==> config.mk <==
export PLATFORM = sky130hd
export DESIGN_NAME = imem_loader_flat
export DESIGN_NICKNAME = d
export VERILOG_FILES = /design/src/rtl/imem_loader_pkg.sv /design/src/rtl/imem_loader_if.sv /design/src/rtl/imem_loader_byte_packer.sv /design/src/rtl/imem_loader.sv /design/src/flat_wrapper.sv
export SDC_FILE = /design/constraint.sdc
export NUM_CORES = 1
export LEC_CHECK = 0
export ABC_AREA = 1
export CAP_MARGIN = 0
export CORE_UTILIZATION = 25
export CTS_CLUSTER_DIAMETER = 30
export CTS_CLUSTER_SIZE = 16
export DETAILED_ROUTE_END_ITERATION = 12
export HOLD_SLACK_MARGIN = 0.08
export PLACE_DENSITY = 0.42
export SYNTH_ARGS = -nofsm -noshare
export SYNTH_HDL_FRONTEND = slang
export SYNTH_SLANG_ARGS = --single-unit
export TNS_END_PERCENT = 20
==> constraint.sdc <==
create_clock -name Clk -period 2.55 [get_ports Clk]
set_clock_uncertainty 0.1 [all_clocks]
set_input_delay 0.765 -clock Clk [delete_from_list [all_inputs] [get_ports Clk]]
set_output_delay 0.765 -clock Clk [all_outputs]
set_load 0.03 [all_outputs]
==> src/rtl/imem_loader_pkg.sv <==
// Shared types and widths for the instruction-memory loader.
// States follow the frame layout: length bytes, data bytes, checksum, then a terminal state.
package imem_loader_pkg;

   localparam int unsigned BYTE_W = 8;
   localparam int unsigned WORD_W = 32;
   localparam int unsigned ADDR_W = 32;
   localparam int unsigned CNT_W  = 16;
   localparam int unsigned LANE_W = 2;

   typedef enum logic [2:0] {
      LD_LEN_HI,
      LD_LEN_LO,
      LD_DATA,
      LD_CHECK,
      LD_DONE,
      LD_ERR
   } ldState_e;

   // True while the loader still consumes frame bytes.
   function automatic logic isReceiving(input ldState_e s);
      return (s != LD_DONE) && (s != LD_ERR);
   endfunction

endpackage

==> src/rtl/imem_loader_if.sv <==
// Byte-stream input and instruction-memory write port of the loader.
// The slave modport is the loader; the master side feeds bytes and observes imem writes.
interface imem_loader_if;
   import imem_loader_pkg::*;

   logic [BYTE_W-1:0] ByteIn;
   logic              ByteValid;
   logic              ByteReady;
   logic              ImemWrEn;
   logic [ADDR_W-1:0] ImemAddr;
   logic [WORD_W-1:0] ImemWrData;

   modport master (
      output ByteIn, ByteValid,
      input  ByteReady, ImemWrEn, ImemAddr, ImemWrData
   );

   modport slave (
      input  ByteIn, ByteValid,
      output ByteReady, ImemWrEn, ImemAddr, ImemWrData
   );

endinterface

==> src/rtl/imem_loader_byte_packer.sv <==
// Packs four accepted bytes MSB-first into a 32-bit word and pulses wordValid
// the cycle after the fourth byte. A clear discards any partial word.
module imem_loader_byte_packer
   import imem_loader_pkg::*;
(
   input  logic              Clk,
   input  logic              Reset,
   input  logic              clear,
   input  logic              byteEn,
   input  logic [BYTE_W-1:0] byteIn,
   output logic              laneLast_c,
   output logic [WORD_W-1:0] word,
   output logic              wordValid
);

   logic [LANE_W-1:0]        lane;
   logic [WORD_W-BYTE_W-1:0] shiftReg;

   assign laneLast_c = (lane == LANE_W'(3));

   always_ff @(posedge Clk or negedge Reset) begin
      if (!Reset) begin
         lane      <= '0;
         shiftReg  <= '0;
         word      <= '0;
         wordValid <= 1'b0;
      end else if (clear) begin
         lane      <= '0;
         shiftReg  <= '0;
         wordValid <= 1'b0;
      end else begin
         wordValid <= byteEn & laneLast_c;
         if (byteEn) begin
            lane     <= lane + LANE_W'(1);
            shiftReg <= {shiftReg[WORD_W-2*BYTE_W-1:0], byteIn};
            if (laneLast_c) word <= {shiftReg, byteIn};
         end
      end
   end

endmodule

==> src/rtl/imem_loader.sv <==
// Receives a length-prefixed, XOR-checksummed byte image, writes it to instruction
// memory from BASE_ADDR up, and releases the core only once the checksum matches.
module imem_loader
   import imem_loader_pkg::*;
#(
   parameter int unsigned       IMEM_WORDS = 128,
   parameter logic [ADDR_W-1:0] BASE_ADDR  = '0
) (
   input  logic          Clk,
   input  logic          Reset,
   input  logic          Reload,
   imem_loader_if.slave  bus,
   output logic          CpuHold,
   output logic          Done,
   output logic          Error
);

   ldState_e          state, stateNext;
   logic              byteReadyNext, cpuHoldNext, doneNext, errorNext;
   logic [BYTE_W-1:0] lenHi, xorAcc;
   logic [CNT_W-1:0]  wordCount, wordIdx, lenWord;
   logic              accept, dataByte, reloadOk, lastWord, laneLast;

   assign accept   = bus.ByteValid & bus.ByteReady;
   assign dataByte = accept && (state == LD_DATA);
   assign reloadOk = Reload && !isReceiving(state);
   assign lenWord  = {lenHi, bus.ByteIn};
   assign lastWord = ((wordIdx + CNT_W'(1)) == wordCount);

   imem_loader_byte_packer u_packer (
      .Clk        (Clk),
      .Reset      (Reset),
      .clear      (reloadOk),
      .byteEn     (dataByte),
      .byteIn     (bus.ByteIn),
      .laneLast_c (laneLast),
      .word       (bus.ImemWrData),
      .wordValid  (bus.ImemWrEn)
   );

   // State register; Moore outputs are registered alongside it from the next state.
   always_ff @(posedge Clk or negedge Reset) begin
      if (!Reset) begin
         state         <= LD_LEN_HI;
         bus.ByteReady <= 1'b1;
         CpuHold       <= 1'b1;
         Done          <= 1'b0;
         Error         <= 1'b0;
      end else begin
         state         <= stateNext;
         bus.ByteReady <= byteReadyNext;
         CpuHold       <= cpuHoldNext;
         Done          <= doneNext;
         Error         <= errorNext;
      end
   end

   always_comb begin
      stateNext = state;
      case (state)
         LD_LEN_HI: if (accept) stateNext = LD_LEN_LO;
         LD_LEN_LO: begin
            if (accept) begin
               if (lenWord == '0)                     stateNext = LD_CHECK;
               else if (32'(lenWord) > IMEM_WORDS)    stateNext = LD_ERR;
               else                                   stateNext = LD_DATA;
            end
         end
         LD_DATA:   if (accept && laneLast && lastWord) stateNext = LD_CHECK;
         LD_CHECK:  if (accept) stateNext = (bus.ByteIn == xorAcc) ? LD_DONE : LD_ERR;
         LD_DONE,
         LD_ERR:    if (Reload) stateNext = LD_LEN_HI;
         default:   stateNext = LD_LEN_HI;
      endcase
   end

   always_comb begin
      byteReadyNext = 1'b1;
      cpuHoldNext   = 1'b1;
      doneNext      = 1'b0;
      errorNext     = 1'b0;
      case (stateNext)
         LD_DONE: begin
            byteReadyNext = 1'b0;
            cpuHoldNext   = 1'b0;
            doneNext      = 1'b1;
         end
         LD_ERR: begin
            byteReadyNext = 1'b0;
            errorNext     = 1'b1;
         end
         default: ;
      endcase
   end

   // Length capture, word index, checksum accumulator and write address.
   always_ff @(posedge Clk or negedge Reset) begin
      if (!Reset) begin
         lenHi        <= '0;
         wordCount    <= '0;
         wordIdx      <= '0;
         xorAcc       <= '0;
         bus.ImemAddr <= BASE_ADDR;
      end else if (reloadOk) begin
         wordIdx <= '0;
         xorAcc  <= '0;
      end else begin
         if (accept && (state == LD_LEN_HI)) lenHi     <= bus.ByteIn;
         if (accept && (state == LD_LEN_LO)) wordCount <= lenWord;
         if (dataByte) begin
            xorAcc <= xorAcc ^ bus.ByteIn;
            if (laneLast) begin
               bus.ImemAddr <= BASE_ADDR + ADDR_W'({wordIdx, 2'b00});
               wordIdx      <= wordIdx + CNT_W'(1);
            end
         end
      end
   end

endmodule

==> src/flat_wrapper.sv <==
// flat-port wrapper written by rule: the top's interface ports become plain ports
module imem_loader_flat import imem_loader_pkg::*;
#(
   parameter int unsigned       IMEM_WORDS = 128,
   parameter logic [ADDR_W-1:0] BASE_ADDR  = '0
)
  (Clk, Reset, Reload, CpuHold, Done, Error, bus_ByteIn, bus_ByteValid, bus_ByteReady, bus_ImemWrEn, bus_ImemAddr, bus_ImemWrData);
  imem_loader_if bus_i ();
  input  logic Clk;
  input  logic Reset;
  input  logic Reload;
  output logic CpuHold;
  output logic Done;
  output logic Error;
  input wire logic [$bits(bus_i.ByteIn)-1:0] bus_ByteIn;
  input wire logic [$bits(bus_i.ByteValid)-1:0] bus_ByteValid;
  output wire logic [$bits(bus_i.ByteReady)-1:0] bus_ByteReady;
  output wire logic [$bits(bus_i.ImemWrEn)-1:0] bus_ImemWrEn;
  output wire logic [$bits(bus_i.ImemAddr)-1:0] bus_ImemAddr;
  output wire logic [$bits(bus_i.ImemWrData)-1:0] bus_ImemWrData;
  assign bus_i.ByteIn = bus_ByteIn;
  assign bus_i.ByteValid = bus_ByteValid;
  assign bus_ByteReady = bus_i.ByteReady;
  assign bus_ImemWrEn = bus_i.ImemWrEn;
  assign bus_ImemAddr = bus_i.ImemAddr;
  assign bus_ImemWrData = bus_i.ImemWrData;
  imem_loader #(.IMEM_WORDS(IMEM_WORDS), .BASE_ADDR(BASE_ADDR)) u_core (.Clk(Clk), .Reset(Reset), .Reload(Reload), .bus(bus_i), .CpuHold(CpuHold), .Done(Done), .Error(Error));
endmodule
==> flow_summary.json <==
{
  "wl_mm": 15.0,
  "cp_slowest_cell": "clkdlybuf4s50_1",
  "post-route-period-util_pct": 97.2,
  "netlist_area_um2": 5760,
  "required_ns": 1.69,
  "crit_buf_inv": 1,
  "synth_edf_count": 0,
  "row_count": 55,
  "cts.repair.resized": 0,
  "drcViolationCount": 0,
  "worstSetupPathType": "reg2out",
  "clkTransAtPathRegs_ns": 0.07,
  "cts_setup_buffers": 0,
  "slowest_delay_ns": 0.67,
  "syn_inst": 648,
  "ctsHoldBuffers": 0,
  "layout_common_cells": "nand2_1 (164), dfrtp_1 (128), o21ai_0 (80), inv_1 (76), clkdlybuf4s50_1 (63)",
  "ys_ff_latch": 130,
  "hold_viol": 0,
  "clock.fmax_ghz": 0.403,
  "synth_warnings": 0,
  "ant_nets": 0,
  "die_area_um2": 23700,
  "h-tree-depth": 4,
  "clockBufferDepth": 2,
  "dr.pass1.iters": 6,
  "worst_slew_pin_slew_ns": 0.571,
  "routedWlPerCell_um": 14.6,
  "power_density_nw_per_um2": 885,
  "grt_pass1_wl_mm": 24.6,
  "portBuffers": 64,
  "diodes": 0,
  "drtIter0Drc": 271,
  "syn_to_final_growth_pct": 29.1,
  "cts-buffers-inserted": 17,
  "root_buffer": "clkbuf_16",
  "coreArea_um2": 22600,
  "grt_max_degree": 65,
  "track_usage_pct": 13.4,
  "cts.sinks": 130,
  "ys_dominant_reg_cell": "dfrtp_1",
  "final_cells": 1028,
  "r2r_setup_slack_ns": 0.41,
  "rsz0062_at_grt": "false",
  "fin_nets": 744,
  "maxSlewHeadroom_pct": 61.9,
  "finalCriticalPeriod_ns": 2.48,
  "dr_total_vias": 4567,
  "finalInstanceArea_um2": 7440,
  "synth.yosys.seq_area_share_pct": 56.5,
  "via_per_inst": 4.44,
  "ioPinCount": 81,
  "path_delay_family": "buffers and inverters",
  "crit_chain": "clkdlybuf4s50_1",
  "critPathMaxFanout": 2,
  "synth_area_leader_cell": "dfrtp_1",
  "ys_types": 32,
  "netlist_top_cells_area": "dfrtp_1 (56%), nand2_1 (11%), o21ai_0 (6.9%)",
  "globalplace.congestion": 0.833,
  "startpoint_type": "flip-flop",
  "peakVddDrop_v": 0.000422,
  "layout.cells.most_common": "nand2_1",
  "dp_cells": 996,
  "die_w_um": 154,
  "crit_arrival_ns": 1.61,
  "die_h_um": 154,
  "synthArstFlopShare_pct": 100,
  "setup_violations": 0,
  "start_util_pct": 25.4,
  "antenna_found_initial": 0,
  "cap_violations": 0,
  "min_path_type": "in2async",
  "grt-ovfl-total": 0,
  "endpoint_kind": "primary output",
  "grt_pass1_vias": 4629,
  "maxSlewViolCount": 0,
  "drive_above_1_share_pct": 9.69,
  "p_leak_nw": 3.42,
  "placed_cell_area_um2": 6840,
  "cts_tree": "yes",
  "dp_hpwl_mm": 10.5,
  "syn_area_per_cell_um2": 8.89,
  "synthDominantCellAreaShare_pct": 55.6,
  "clk_latency_ns": 0.42,
  "setup_tns_ns": 0,
  "outcome": "complete, no violations"
}
metal layers:
| layer | wire length (um) | track usage, % | part of all wire (%) |
|---|---|---|---|
| met4 | 144 | 3.81 | 0.96 |
| met5 | 0 | 0 | 0 |
| met3 | 654 | 3.80 | 4.4 |
| met1 | 7180 | 17.5 | 48 |
| met2 | 7000 | 21.5 | 47 |
sequential cells by signal (all words and copies together), names as in the netlist, 3 cells and up:
| signal | count |
|---|---|
| u_core.lenHi | 8 |
| u_core.state | 3 |
| u_core.u_packer.shiftReg | 24 |
| u_core.u_packer.word | 32 |
| u_core.xorAcc | 8 |
| u_core.wordCount | 16 |
| u_core.bus.ImemAddr | 16 |
| u_core.wordIdx | 16 |
cell type report:
class / instances / area, um^2
fillers: 2310 / 15200
clock buffers: 17 / 425
repair buffers: 86 / 853
multi-input cells: 418 / 2080
flip-flops and latches: 130 / 3260
clock inverters: 15 / 176
well taps: 285 / 357
inverters: 77 / 289
final timing paths:
kind | to | cells after the start | from
worst max-delay path | bus_ByteReady | 1 | u_core.bus.ByteReady
worst min-delay path | u_core.bus.ImemAddr[7] | 1 | Reset
worst max register to register | u_core.Done | 12 | u_core.wordIdx[0]
worst min register to register | u_core.bus.ImemAddr[11] | 2 | u_core.bus.ImemAddr[11]
max in group asynchronous | u_core.xorAcc[6] | 2 | Reset
min in group Clk | u_core.bus.ImemAddr[11] | 2 | u_core.bus.ImemAddr[11]
cell families (layout without fill, tap and decap cells):
group                    count (synthesis)  after routing  share of synthesized area, %
flip-flops                             130            130                          56.5
AO/OA/AOI/OAI                          122            122                          11.5
AND/OR/NAND/NOR                        264            264                          20.3
XOR/XNOR                                14             14                          2.61
other                                    1             16                        0.0651
adder cells (fa/ha/maj)                  2              2                         0.434
buffers and inverters                  115            195                          8.56
stage by stage:
step                      worst slack, ns  power [mW]  utilization, %  hold slack [ns]
after detailed placement           -0.108        4.14            30.2            0.375
final                              0.0717        6.58            32.9            0.148
after global routing               0.0168        7.00            32.9            0.152
after CTS                          0.0451        6.69            32.9            0.143
after global placement            -0.0989        4.13            30.2            0.365
after floorplan                     0.526        3.59               -            0.353
Yosys cell counts (4+ instances only):
| cell | count |
|---|---|
| xnor2_1 | 4 |
| nand4_1 | 11 |
| nor2_1 | 23 |
| nand3_1 | 42 |
| nor2_4 | 6 |
| clkbuf_1 | 19 |
| nand3b_1 | 5 |
| dfrtp_1 | 128 |
| nand2_1 | 164 |
| o22ai_1 | 34 |
| inv_1 | 76 |
| o21ai_0 | 80 |
| xor2_1 | 8 |
| buf_4 | 16 |
| nor3_1 | 4 |
power by group:
group	internal (mW)	leakage [nW]	switching [mW]
logic	0.523	1.36	0.886
clock network	1.41	0.296	1.09
registers	2.42	1.77	0.246
No activity file was read; power rests on OpenSTA's default activity.
